## config.mk

```make
export PLATFORM = sky130hd
export DESIGN_NAME = switch_arbiter_flat
export DESIGN_NICKNAME = d
export VERILOG_FILES = /design/src/rtl/switch_arbiter_if.sv /design/src/rtl/switch_arbiter.sv /design/src/flat_wrapper.sv
export SDC_FILE = /design/constraint.sdc
export NUM_CORES = 1
export LEC_CHECK = 0
export ABC_AREA = 1
export CORE_ASPECT_RATIO = 0.75
export CORE_UTILIZATION = 40
export CTS_CLUSTER_DIAMETER = 60
export DETAILED_ROUTE_END_ITERATION = 8
export PLACE_DENSITY = 0.69
export SLEW_MARGIN = 15
export SYNTH_ARGS = -nofsm -noshare
export SYNTH_HDL_FRONTEND = slang
export SYNTH_SLANG_ARGS = --single-unit
```

## constraint.sdc

```tcl
create_clock -name clk_i -period 3.67 [get_ports clk_i]
set_input_delay 0.367 -clock clk_i [delete_from_list [all_inputs] [get_ports clk_i]]
set_output_delay 0.367 -clock clk_i [all_outputs]
set_load 0.05 [all_outputs]
```

## src/rtl/switch_arbiter_if.sv

```systemverilog
// switch_arbiter_if: port-side request/data lines and arbiter grant/write/data outputs of the central switch.
interface switch_arbiter_if #(
  parameter int AW_DEV = 2,
  parameter int DW = 4
);
  localparam int N = 1 << AW_DEV;
  logic [N-1:0] rqt;
  logic [N-1:0] validtx;
  logic [N*AW_DEV-1:0] adr_i;
  logic [N*DW-1:0] dat_i;
  logic [N-1:0] full_array;
  logic [N-1:0] gnt;
  logic [N-1:0] wen;
  logic [DW-1:0] fifo_o;
  logic busy;
  modport master (
    output rqt, validtx, adr_i, dat_i, full_array,
    input gnt, wen, fifo_o, busy
  );
  modport slave (
    input rqt, validtx, adr_i, dat_i, full_array,
    output gnt, wen, fifo_o, busy
  );
endinterface

```

## src/rtl/switch_arbiter.sv

```systemverilog
// switch_arbiter: round-robin grant of one port at a time, one-cycle word transfer, then wait for the winner's handshake release.
module switch_arbiter #(
  parameter int AW_DEV = 2,
  parameter int DW = 4
) (
  input logic clk_i,
  input logic rst_ni,
  switch_arbiter_if.slave bus
);
  localparam int N = 1 << AW_DEV;
  typedef enum logic [1:0] {IDLE, XFER, RELEASE} state_t;
  state_t state, state_n;
  logic [AW_DEV-1:0] ptr, ptr_n, w, w_n, dst, dst_n, win, idx;
  logic [DW-1:0] dat, dat_n, fifo, fifo_n;
  logic [N-1:0] gnt, gnt_n, wen, wen_n, elig;
  logic found;
  always_comb begin
    elig = '0;
    for (int k = 0; k < N; k++)
      elig[k] = bus.rqt[k] & bus.validtx[k] & ~bus.full_array[bus.adr_i[k*AW_DEV +: AW_DEV]];
  end
  // first eligible port at or after ptr, wrapping modulo N
  always_comb begin
    found = 1'b0;
    win = '0;
    idx = '0;
    for (int i = 0; i < N; i++) begin
      idx = ptr + AW_DEV'(i);
      if (!found && elig[idx]) begin
        found = 1'b1;
        win = idx;
      end
    end
  end
  always_comb begin
    state_n = state;
    ptr_n = ptr;
    w_n = w;
    dst_n = dst;
    dat_n = dat;
    fifo_n = fifo;
    gnt_n = '0;
    wen_n = '0;
    case (state)
      IDLE: if (found) begin
        state_n = XFER;
        w_n = win;
        dst_n = bus.adr_i[win*AW_DEV +: AW_DEV];
        dat_n = bus.dat_i[win*DW +: DW];
        gnt_n = N'(1) << win;
        wen_n = N'(1) << dst_n;
        fifo_n = dat_n;
      end
      XFER: state_n = RELEASE;
      RELEASE: if (!bus.validtx[w]) begin
        state_n = IDLE;
        ptr_n = w + 1'b1;
      end
      default: state_n = IDLE;
    endcase
  end
  always_ff @(posedge clk_i or negedge rst_ni) begin
    if (!rst_ni) begin
      state <= IDLE;
      ptr <= '0;
      w <= '0;
      dst <= '0;
      dat <= '0;
      fifo <= '0;
      gnt <= '0;
      wen <= '0;
    end else begin
      state <= state_n;
      ptr <= ptr_n;
      w <= w_n;
      dst <= dst_n;
      dat <= dat_n;
      fifo <= fifo_n;
      gnt <= gnt_n;
      wen <= wen_n;
    end
  end
  assign bus.gnt = gnt;
  assign bus.wen = wen;
  assign bus.fifo_o = fifo;
  assign bus.busy = state != IDLE;
endmodule

```

## src/flat_wrapper.sv

```systemverilog
// flat-port wrapper written by rule: the top's interface ports become plain ports
module switch_arbiter_flat 
#(
  parameter int AW_DEV = 2,
  parameter int DW = 4
)
  (clk_i, rst_ni, bus_rqt, bus_validtx, bus_adr_i, bus_dat_i, bus_full_array, bus_gnt, bus_wen, bus_fifo_o, bus_busy);
  switch_arbiter_if #(.AW_DEV(AW_DEV), .DW(DW)) bus_i ();
  input logic clk_i;
  input logic rst_ni;
  input wire logic [$bits(bus_i.rqt)-1:0] bus_rqt;
  input wire logic [$bits(bus_i.validtx)-1:0] bus_validtx;
  input wire logic [$bits(bus_i.adr_i)-1:0] bus_adr_i;
  input wire logic [$bits(bus_i.dat_i)-1:0] bus_dat_i;
  input wire logic [$bits(bus_i.full_array)-1:0] bus_full_array;
  output wire logic [$bits(bus_i.gnt)-1:0] bus_gnt;
  output wire logic [$bits(bus_i.wen)-1:0] bus_wen;
  output wire logic [$bits(bus_i.fifo_o)-1:0] bus_fifo_o;
  output wire logic [$bits(bus_i.busy)-1:0] bus_busy;
  assign bus_i.rqt = bus_rqt;
  assign bus_i.validtx = bus_validtx;
  assign bus_i.adr_i = bus_adr_i;
  assign bus_i.dat_i = bus_dat_i;
  assign bus_i.full_array = bus_full_array;
  assign bus_gnt = bus_i.gnt;
  assign bus_wen = bus_i.wen;
  assign bus_fifo_o = bus_i.fifo_o;
  assign bus_busy = bus_i.busy;
  switch_arbiter #(.AW_DEV(AW_DEV), .DW(DW)) u_core (.clk_i(clk_i), .rst_ni(rst_ni), .bus(bus_i));
endmodule
```

# --- After elaboration in Yosys (flattened, before gate mapping) ---
# Cells that the tools add are included.
totals:
  register_bits: 18
  out_inout_bits: 13
op_classes:
  addsub: 4
  magnitude_cmp: 9
  n_eq_ne: 4
  n_shift: 4
  n_mux: 33
  bitwise: 13
  reduce_logical: 11
op_table:
  columns: ["cell", "count"]
  rows:
  - ["$lt 2x3->1 const B", 9]
  - ["$bmux 1 s2", 9]
  - ["$mux 4", 4]
  - ["$shiftx 16x5->4", 1]
  - ["$mux 1", 13]
  - ["$mux 2", 6]
  - ["$and 1x1->1", 8]
  - ["$shiftx 8x4->2", 1]
  - ["$shl 1x2->4 const A", 2]
  - ["$pmux 2 s3", 1]
  - ["$reduce_and 2->1", 3]
  - ["$not 1->1", 5]
  - ["$add 2x1->2 const B", 2]
  - ["$add 2x2->2 const B", 2]
  - ["$logic_and 1x1->1", 3]
  - ["$logic_not 1->1", 3]
  - ["$eq 2x1->1 const B", 1]
  - ["$eq 2x2->1 const B", 1]
  - ["$logic_not 2->1", 1]
  - ["$ne 2x1->1 const B", 1]
  - ["$ne 2x2->1 const B", 1]
  - ["$reduce_bool 2->1", 1]

# --- Depth between registers and ports, before layout ---
logic_depth:
  word_depth: 20
  depth_mapped: 18

# --- Worst setup path after synthesis ---
# OpenSTA, ideal clock, no wires.
synth_timing:
  path_type: "input-to-reg"
  start: "in bus_full_array[3]"
  end: "reg u_core.fifo[1] (netlist: u_core.bus.fifo_o[1])"
  setup_ps: 118
  arrival_time_ps: 1635
  required_ps: 3552
  path_slack_ps: 1917
  cell_stages: 17
  n_path_buf: 1
  cell_sequence: "inv_1 > nand2_1 > nand3_1 > nand3_2 > nand2_1 > nand2_2 > nand2_2 > nand2_4 > a21oi_2 > nand2_2 > buf_4 > nand3_1 > nand2_1 > nand2_1 > nand2_1 > nand2_1 > nand2_1"
synth_via:
  elab_chain_cells: 17
  elab_cells_between_ends: 40
synth_rtl:
  columns: ["element", "line", "source"]
  rows:
  - ["from (decl)", "flat_wrapper.sv:15", "input wire logic [$bits(bus_i.full_array)-1:0] bus_full_array;"]
  - ["$bmux 1 s2", "switch_arbiter.sv:20", "elig[k] = bus.rqt[k] & bus.validtx[k] & ~bus.full_array[bus.adr_i[k*AW_DEV +: AW_DEV]];"]
  - ["$mux 1 (not written as such)", "switch_arbiter.sv:20", null]
  - ["$not 1->1", "switch_arbiter.sv:20", null]
  - ["$and 1x1->1", "switch_arbiter.sv:20", null]
  - ["$bmux 1 s2", "switch_arbiter.sv:29", "if (!found && elig[idx]) begin"]
  - ["$mux 1 (not written as such)", "switch_arbiter.sv:29", null]
  - ["$mux 1", "switch_arbiter.sv:29", null]
  - ["$logic_not 1->1", "switch_arbiter.sv:29", null]
  - ["$logic_and 1x1->1", "switch_arbiter.sv:29", null]
  - ["$mux 1", "switch_arbiter.sv:29", null]
  - ["$logic_not 1->1", "switch_arbiter.sv:29", null]
  - ["$logic_and 1x1->1", "switch_arbiter.sv:29", null]
  - ["$mux 1", "switch_arbiter.sv:29", null]
  - ["$logic_not 1->1", "switch_arbiter.sv:29", null]
  - ["$logic_and 1x1->1", "switch_arbiter.sv:29", null]
  - ["$mux 2 / $mux 1 (equally long branches)", "switch_arbiter.sv:29", null]
  - ["$shiftx 16x5->4 / $reduce_and 2->1 (equally long branches)", null, null]
  - ["to (signal assigned)", "switch_arbiter.sv:78", "fifo <= fifo_n;"]
  - ["to (decl)", "switch_arbiter.sv:14", "logic [DW-1:0] dat, dat_n, fifo, fifo_n;"]
# Several ways; a longest one is shown, not always the timed one. The select of a mux whose other input is x is not followed.
# A chain may end at the register's enable or synchronous reset.

# --- Worst setup path after layout ---
layout_timing:
  start: "in bus_adr_i[6]"
  end: "reg u_core.wen[0] (netlist: u_core.bus.wen[0])"
layout_via:
  elab_chain_cells: 20
  elab_cells_between_ends: 30
layout_rtl:
  columns: ["element", "line", "source"]
  rows:
  - ["from (decl)", "flat_wrapper.sv:13", "input wire logic [$bits(bus_i.adr_i)-1:0] bus_adr_i;"]
  - ["$bmux 1 s2", "switch_arbiter.sv:20", null]
  - ["$mux 1 (not written as such)", "switch_arbiter.sv:20", null]
  - ["$not 1->1", "switch_arbiter.sv:20", null]
  - ["$and 1x1->1", "switch_arbiter.sv:20", null]
  - ["$bmux 1 s2", "switch_arbiter.sv:29", null]
  - ["$mux 1 (not written as such)", "switch_arbiter.sv:29", null]
  - ["$mux 1", "switch_arbiter.sv:29", null]
  - ["$logic_not 1->1", "switch_arbiter.sv:29", null]
  - ["[... 5 more ...]", null, null]
  - ["$logic_not 1->1", "switch_arbiter.sv:29", null]
  - ["$logic_and 1x1->1", "switch_arbiter.sv:29", null]
  - ["$mux 2", "switch_arbiter.sv:29", null]
  - ["$shiftx 8x4->2", "switch_arbiter.sv:48", "dst_n = bus.adr_i[win*AW_DEV +: AW_DEV];"]
  - ["$shl 1x2->4", "switch_arbiter.sv:51", "wen_n = N'(1) << dst_n;"]
  - ["$mux 4 *", "switch_arbiter.sv:45", "IDLE: if (found) begin"]
  - ["$mux 4 *", "switch_arbiter.sv:44", "case (state)"]
  - ["net u_core.wen_n[0]", "switch_arbiter.sv:15", "logic [N-1:0] gnt, gnt_n, wen, wen_n, elig;"]
  - ["to (signal assigned)", "switch_arbiter.sv:80", "wen <= wen_n;"]
  - ["to (decl)", "switch_arbiter.sv:15", null]
# Mark *: on every way through the listed nets, which the timed path passes. The rest lies on a longest branch. The select of a mux whose other input is x is not followed.

==> results.py <==
metrics = {
    "run_status": {
        "status": "completed",
    },
    "route": {
        "post_drt_via_cell_ratio": 4.86,
        "wl_per_cell_um": 11.2,
        "first_pass_iters": 4,
        "routed_wl_mm": 3.72,
        "vias": 1612,
        "drc": 0,
        "drt_iter0_drc": 113,
        "ant_nets": 0,
    },
    "cells_and_area": {
        "antenna_cells": 0,
        "fin_nets": 321,
        "syn_to_final_growth_pct": 38.5,
        "finalInstanceArea_um2": 2050,
        "final_cells": 332,
        "final_layout_size_suffix_gt1_frac": 0.0957,
    },
    "placement": {
        "port_buffers": 50,
        "place_congestion": 0.821,
        "dp.cells": 328,
        "hpwl_mm": 2.98,
        "placed_cell_area_um2": 1990,
    },
    "yosys": {
        "synth.area.mux_share": 0,
        "async_flop_share": 1.00,
        "synth_edf_count": 0,
        "synth_top_family_by_area": "simple AND/OR/NAND/NOR gates",
        "synth.largest_area_cell": "dfrtp_1",
        "ys_ff_latch": 18,
        "syn_area_um2": 1480,
        "syn_nets": 271,
        "synth_top_area_share": 0.305,
        "synth.area.top_cells": "dfrtp_1 30%, nand2_1 26%, nand3_1 13%",
        "syn_avg_cell_area_um2": 6.34,
        "synth_xor_area_frac": 0.0110,
        "ys.flop_type": "dfrtp_1",
        "synth.distinct_cells": 20,
        "yosys_warnings": 0,
        "synthSimpleGateAreaFrac": 0.539,
        "ys_seq_area_frac": 0.305,
        "synth-compound-area-share": 0.0415,
        "syn_inst": 233,
        "synth_fa_ha_area_frac": 0,
    },
    "sta": {
        "finalHoldViolCount": 0,
        "fin_crit_sh": 0.662,
        "clock.fmax_ghz": 0.411,
        "tns_ns": 0,
        "setup_violations": 0,
        "finalCriticalPeriod_ns": 2.43,
        "slew_violations": 0,
        "tightest_slew_ns": 0.763,
        "slew_headroom": 0.490,
        "fin_worst_skew_ns": 0.00317,
        "rsz0062_at_grt": "no",
    },
    "floorplan": {
        "die_w_um": 72.2,
        "start_util": 0.435,
        "die_area_um2": 3940,
        "ioPinCount": 51,
        "die_y_um": 54.6,
        "num_rows": 18,
        "core-area_um2": 3400,
    },
    "setup_path": {
        "crit_top_cell": "nand2_1",
        "crit_slowest_cell": "clkdlybuf4s50_1",
        "endpoint_kind": "flop",
        "crit_path_start_kind": "input pin",
        "worstPathMaxFanout": 16,
        "path_cells": "clkdlybuf4s50_1, inv_1, nand2_1, nand3_1, nand3_2, nand2_1, nand2_2, nand2_2, nand2_4, nand3_1, nand3_2, nand2_4, inv_2, nand2_1, nand2_1, nand2_1, nand2_1, nor2_1",
        "cp_num_buf_inv": 3,
        "regToRegSetupSlack_ns": 1.30,
        "required_ns": 3.85,
        "critical_path.top_delay_family": "simple AND/OR/NAND/NOR gates",
        "cp.arrival_ns": 2.61,
        "critical_path_class": "input pin to flop",
        "cpPeakStageDelay_ns": 0.47,
    },
    "cts": {
        "cts_tree": "done",
        "cts_root_buf": "clkbuf_8",
        "cts_setup_buffers": 0,
        "cts.reportedPaths.clkPinSlew_ns": 0.06,
        "cts_buffers": 3,
        "clk_latency_ns": 0.25,
        "numClockSinks": 18,
        "clock_path_buffers": 2,
        "cts-htree-levels": 1,
        "cts_resized": 0,
        "cts_hold_buf": 0,
    },
    "pwr": {
        "ir_worst_vdd_uv": 378,
        "powerDensity_nw_per_um2": 935,
        "power.leakage_nw": 1.07,
    },
    "job": {
        "drv_cap": 0,
    },
    "min_path": {
        "hold_path_class": "flop to flop",
    },
    "grt": {
        "grt_start_max_net_pins": 19,
        "grt_pass1_wl_mm": 6.07,
        "grt_pass1_vias": 1340,
        "antenna_found_initial": 0,
        "grt_overflow": 0,
        "track_usage": 0.202,
    },
}
## sequential cells by signal (all words and copies together), names as in the netlist
signal,flops
u_core.bus.fifo_o,4
u_core.bus.gnt,4
u_core.bus.wen,4
u_core.ptr,2
u_core.state,2
u_core.w,2
## cell usage in the layout (no fill, tap or decap), drive strengths merged, types with 4 or more instances in the layout
master / instances
nor2: 9
o21ai: 5
dfrtp: 18
nand3: 45
nand4: 5
inv: 26
a21oi: 5
clkbuf: 4
clkdlybuf4s50: 50
nand2: 109
## cells in the mapped netlist, types with 3 or more instances
cell,count
o21ai_0,4
nand2_2,3
buf_6,3
dfrtp_1,18
nand3_1,38
nand3_2,7
nand2_4,3
buf_4,3
nor2_1,9
inv_2,4
a21oi_1,3
nand4_1,4
inv_1,22
nand2_1,103
## area by class of cell
class	instances	area, um2
Fill cell	328	1350
Multi-Input combinational cell	183	873
Timing Repair Buffer	51	508
Sequential cell	18	450
Inverter	26	97.6
Tap cell	50	62.6
Clock buffer	4	55.1
## cell families after synthesis
family	Yosys count
xor gates and xnor gates	1
and+or+nand+nor	172
buffers and inverters	32
DFF	18
AOI/OAI and AO/OA	10
## where the power goes
part	switching, mW	leakage [nW]	internal [mW]
Clock	0.0615	0.0288	0.0952
Combinational	0.955	0.811	0.457
Sequential	0.0672	0.232	0.278
## final timing paths
kind,from,endpoint,depth (start not counted)
worst max-delay path,bus_adr_i[6],u_core.bus.wen[0]$_DFF_PN0_,18
worst min-delay path,u_core.state[1]$_DFFE_PN0P_,u_core.state[1]$_DFFE_PN0P_,1
worst max register to register,u_core.ptr[0]$_DFFE_PN0P_,u_core.bus.wen[0]$_DFF_PN0_,14
worst min register to register,u_core.state[1]$_DFFE_PN0P_,u_core.state[1]$_DFFE_PN0P_,1
max in group asynchronous,rst_ni,u_core.bus.wen[2]$_DFF_PN0_,1
min in group asynchronous,rst_ni,u_core.state[1]$_DFFE_PN0P_,1
## stage by stage
step | total power, mW | util | setup slack (ns) | hold WS, ns
2_1_floorplan | 1.50 | - | 1.92 | 0.0714
6_report | 1.91 | 0.602 | 1.24 | 0.488
4_1_cts | 1.92 | 0.602 | 1.26 | 0.482
3_5_place_dp | 1.75 | 0.586 | 1.00 | 0.473
3_3_place_gp | 1.75 | 0.586 | 1.02 | 0.474
5_1_grt | 2.12 | 0.602 | 0.993 | 0.512
## layer usage
layer,global-route usage,wire length (um),up-vias
met1,0.308,1940,690
met3,0.0331,270,4
met2,0.296,1470,79
met4,0.0425,31,0
met5,0,0,-
li1,-,-,839
(Power assumes the default switching activity.)
